<file path="src/rtl/matrix_mult_pkg.sv">
// matrix_mult_pkg: default dimensions and full-width sum helper for matrix_mult
package matrix_mult_pkg;
  localparam int N_DEF = 3;
  localparam int DATA_W_DEF = 8;
  localparam int OUT_W_DEF = 16;
  function automatic int sum_w(input int data_w, input int n);
    return 2 * data_w + $clog2(n);
  endfunction
endpackage

</file>
<file path="src/rtl/matrix_mult_dot.sv">
// matrix_mult_dot: pipelined dot-product lane, wraps or clamps (MATMUL_SAT_EN) to OUT_W
module matrix_mult_dot
  import matrix_mult_pkg::*;
#(
  parameter int N = N_DEF,
  parameter int DATA_W = DATA_W_DEF,
  parameter int OUT_W = OUT_W_DEF
) (
  input  logic              clk,
  input  logic              reset,
  input  logic              enable,
  input  logic [DATA_W-1:0] i_a [0:N-1],
  input  logic [DATA_W-1:0] i_b [0:N-1],
  output logic [OUT_W-1:0]  o_dot
);
  localparam int FW = sum_w(DATA_W, N);
  // Never narrower than OUT_W so the low slice and overflow test stay legal
  localparam int SW = FW > OUT_W ? FW : OUT_W;
  logic [2*DATA_W-1:0] r_prod [0:N-1];
  logic [SW-1:0]       w_sum;
  logic [OUT_W-1:0]    w_res;
  logic [OUT_W-1:0]    r_dot;
  always_comb begin
    w_sum = '0;
    for (int k = 0; k < N; k++) w_sum = w_sum + SW'(r_prod[k]);
`ifdef MATMUL_SAT_EN
    w_res = |(w_sum >> OUT_W) ? '1 : w_sum[OUT_W-1:0];
`else
    w_res = w_sum[OUT_W-1:0];
`endif
  end
  always_ff @(posedge clk)
    if (reset) begin
      r_prod <= '{default: '0};
      r_dot <= '0;
    end else if (enable) begin
      for (int k = 0; k < N; k++) r_prod[k] <= (2*DATA_W)'(i_a[k]) * (2*DATA_W)'(i_b[k]);
      r_dot <= w_res;
    end
  assign o_dot = r_dot;
endmodule

</file>
<file path="src/rtl/matrix_mult.sv">
// matrix_mult: two-stage pipelined NxN unsigned matrix multiplier, optional MATMUL_SAT_EN saturation
module matrix_mult
  import matrix_mult_pkg::*;
#(
  parameter int N = N_DEF,
  parameter int DATA_W = DATA_W_DEF,
  parameter int OUT_W = OUT_W_DEF
) (
  input  logic              clk,
  input  logic              reset,
  input  logic              enable,
  input  logic [DATA_W-1:0] a      [0:N-1][0:N-1],
  input  logic [DATA_W-1:0] b      [0:N-1][0:N-1],
  output logic [OUT_W-1:0]  matmul [0:N-1][0:N-1]
);
  logic [DATA_W-1:0] w_bt [0:N-1][0:N-1];
  for (genvar i = 0; i < N; i++) begin : g_row
    for (genvar j = 0; j < N; j++) begin : g_col
      assign w_bt[j][i] = b[i][j];
      matrix_mult_dot #(.N(N), .DATA_W(DATA_W), .OUT_W(OUT_W)) u_dot (
        .clk(clk),
        .reset(reset),
        .enable(enable),
        .i_a(a[i]),
        .i_b(w_bt[j]),
        .o_dot(matmul[i][j])
      );
    end
  end
endmodule

</file>
<file path="config.mk">
export PLATFORM = sky130hd
export DESIGN_NAME = matrix_mult
export DESIGN_NICKNAME = d
export VERILOG_FILES = /design/src/rtl/matrix_mult_pkg.sv /design/src/rtl/matrix_mult_dot.sv /design/src/rtl/matrix_mult.sv
export SDC_FILE = /design/constraint.sdc
export NUM_CORES = 2
export LEC_CHECK = 0
export BUFFER_PORTS_ARGS = -buffer_cell sky130_fd_sc_hd__buf_2
export CAP_MARGIN = 20
export CORE_UTILIZATION = 30
export CTS_CLUSTER_DIAMETER = 60
export DETAILED_ROUTE_END_ITERATION = 8
export PLACE_DENSITY = 0.45
export RECOVER_POWER = 50
export SYNTH_ARGS = -nofsm -noshare
export SYNTH_HDL_FRONTEND = slang
export SYNTH_SLANG_ARGS = --single-unit
</file>
<file path="constraint.sdc">
create_clock -name clk -period 12 [get_ports clk]
set_clock_uncertainty 0.15 [all_clocks]
set_input_delay 2.4 -clock clk [delete_from_list [all_inputs] [get_ports clk]]
set_output_delay 2.4 -clock clk [all_outputs]
set_load 0.02 [all_outputs]
</file>
==> results by group <==
Clocking
  – Post-CTS Setup Bufs: 0
  – CTS tree: done
  – CTS HTree Levels: 3
  – CTS resizes: 0
  – Cts hold-fix bufs: 0
  – Deepest clock path buffer count: 3
  – Clk_lat worst skew: 740 ps
  – Clk slew on worst S/H paths: 60 ps
  – Clock Sinks: 576
  – Root buf cell: clkbuf_16
  – Inserted Clock Buffers: 95

Power
  – Pwr Density: 189 nW/um^2
  – Worst vdd ir: 0.128 mV
  – Lkg Pwr: 44.8 nW

Route
  – Via-to-Cell Ratio: 4.83
  – Routed wire length: 285000 um
  – Vias: 63.8k
  – Drt wl/cell: 21.6 um
  – Initial DRT Pass Iterations: 5
  – Antenna Nets Post-Route: 0
  – Initial drt markers: 3622
  – Drt drc: 0

Critical path
  – WP data required: 12440 ps
  – R2R depth: 10
  – Crit-path slowest cell: nand2_1
  – Crit-path leading delay family: buffers and inverters
  – CP most frequent cell: buf_4
  – CP startpoint kind: input port
  – Slowest stage delay, CP: 1990 ps
  – CP startpoint: reset
  – Worst EP arrival: 8480 ps
  – WP depth: 9
  – Crit Path Max Fanout: 52
  – Buf/Inv on CP: 4
  – Crit Path Class: input port to register
  – Critical path, cell by cell: clkbuf_1 -> inv_1 -> nand2_1 -> buf_4 -> buf_4 -> nor4_1 -> a31o_2 -> a21oi_1 -> nand3_1
  – Reg2reg start: g_row[1].g_col[0].u_dot.r_prod[18]
  – Crit. End Element: register

Timing
  – Worst-Margin Slew: 4070 ps
  – RSZ-0062 raised after global routing: false
  – TNS Setup: 0 ps
  – Slew margin rel.: -171%
  – Fin crit period: 8030 ps
  – Fmax: 0.125 GHz
  – Final Hold Vio Count: 0
  – Final setup vio count: 0
  – Final Max Slew Viols: 465
  – Crit share post-route: 66.9%
  – Worst Slack Setup Final: 3970 ps

Floorplan
  – Core box area: 275000 um^2
  – Die Ht: 529 um
  – Initial Util: 30.3%
  – Row cnt: 192
  – Chip width: 529 um
  – Die footprint: 279000 um^2
  – I/O pins: 291

Yosys
  – Synth warn: 0
  – Asr flop ratio synth: 0%
  – Yosys reg bits: 576
  – Net count after synthesis: 11.8k
  – Cell Area, Synth: 83200 um^2
  – Mapped Cells: 9458
  – Most used DFF post-synth: dfxtp_1
  – Netlist cell types: 75
  – Post-synthesis sequential area ratio: 13.9%
  – Post-synth EDFFs: 0
  – Mean Syn Cell Area: 8.80 um^2

Place
  – Placed cells: 13.0k
  – Routability cong.: 0.910
  – PortBufs: 290
  – Dpl hpwl: 225000 um
  – Pre-CTS setup slack: 4590 ps

Finish
  – Most common cell after layout, fill and taps aside: inv_1
  – Area added between synthesis and finish: 9.27%
  – Final cell count without fillers: 13.2k
  – Most frequent cells in the layout: inv_1 (1434), and2_1 (1363), fa_1 (1116)
  – Area of the multi-input gates: 64600 um^2
  – FF+latch area: 11500 um^2
  – Final nets: 11.8k
  – Layout fillers: 28.8k
  – Ratio of cells with drive above 1 in the final layout: 3.86%

Global routing
  – Vias in the first global route: 66.0k
  – Global-route usage over all layers: 20.5%
  – Gr ovfl total: 0
  – Initial antenna violation count: 34
  – First-pass GRT wire length: 428000 um
  – Largest net degree at the start of global routing: 175

Run
  – Max-cap viol count: 10

Min path
  – Hold path startpoint: g_row[1].g_col[1].u_dot.o_dot[13]
  – Min-Delay Path Class: register to register
  – Worst hold path stage count: 2

Status
  – Failing checks: capacitance limit, slew limit
  – Status: finished with violations
## Yosys cell counts (all sizes together), types with 7 or more instances
library cell,instances,area [um^2]
a2111oi,9,81.3
a211oi,109,818
a21boi,14,105
a21o,123,926
a21oi,372,1860
a221oi,20,175
a22o,7,61.3
a31oi,23,144
a32o,8,80.1
and2,1365,8540
and3,37,231
buf,33,135
clkbuf,412,1550
dfxtp,576,11500
fa,1116,22300
ha,1098,13700
inv,1435,5390
mux2i,224,2240
nand2,674,2530
nand2b,41,257
nand3,65,325
nand3b,10,75.1
nand4,14,87.6
nor2,541,2030
nor2b,87,559
nor3,85,425
nor3b,7,52.6
nor4,8,50.1
o211ai,15,113
o21a,70,526
o21ai,321,1610
o21bai,29,218
o31a,17,149
o31ai,20,150
or2,9,56.3
or3,15,93.8
xnor2,224,1960
xor2,134,1170
## cell families (layout without fill, tap and decap cells)
group	after synthesis	after routing	share of synthesized area, %
compound gates	1219	1219	9.12
xor+xnor	358	358	3.77
flops	576	576	13.9
fa+ha+maj	2214	2214	43.4
mux	227	227	2.74
other cells	0	15	0
buf+inv	1880	1934	8.49
simple gates	2984	2984	18.7
## power by group
part | switching, mW | internal, mW | leakage, nW
Combinational | 6.86 | 4.34 | 38.5
Sequential | 0.748 | 2.43 | 4.74
Clock | 1.14 | 1.64 | 1.53
## worst reg2reg max path, delay by kind of cell, from the launching register on
family | cells | cell delay, ps
flip-flops | 1 | 520
AND/OR/NAND/NOR | 1 | 220
XOR/XNOR | 1 | 680
AO/OA/AOI/OAI | 6 | 1750
adder cells (fa/ha/maj) | 2 | 800
## flip-flops by register name, indices dropped and copies added (netlist names)
register / flops
g_row.g_col.u_dot.r_prod: 432
g_row.g_col.u_dot.o_dot: 144
## layer usage
layer  track usage, %  part of all wire, %
met5                0                0.022
met4             6.20                  3.4
met3             2.17                  4.2
met2             34.0                   46
met1             27.9                   46
## per-stage QoR
| stage | power (mW) | hold slack [ps] | instance area (um^2) | utilization, % |
|---|---|---|---|---|
| after global routing | 18.6 | 331 | 90900 | 33.1 |
| after floorplan | 10.3 | 291 | 83200 | - |
| after detailed placement | 14.4 | 292 | 88000 | 32.0 |
| after CTS | 17.3 | 304 | 91100 | 33.2 |
| final | 17.2 | 302 | 90900 | 33.1 |
| after global placement | 14.4 | 288 | 87900 | 32.0 |
## final timing paths
path                                  endpoint  slack (ps)
max          g_row[0].g_col[1].u_dot.o_dot[15]        3970
min          g_row[1].g_col[1].u_dot.o_dot[13]         300
min reg2reg  g_row[1].g_col[1].u_dot.o_dot[13]         300
max reg2reg  g_row[1].g_col[0].u_dot.o_dot[14]        7640
## cell type report
type / instances / share of cell area [%]
inverters: 1435 / 5.93
well taps: 3686 / 5.07
multi-input cells: 7002 / 71.1
diodes: 15 / 0.0413
flip-flops and latches: 576 / 12.7
clock inverters: 48 / 0.519
clock buffers: 123 / 2.94
repair buffers: 328 / 1.74
Note: power is estimated with default switching activity, not from simulation.
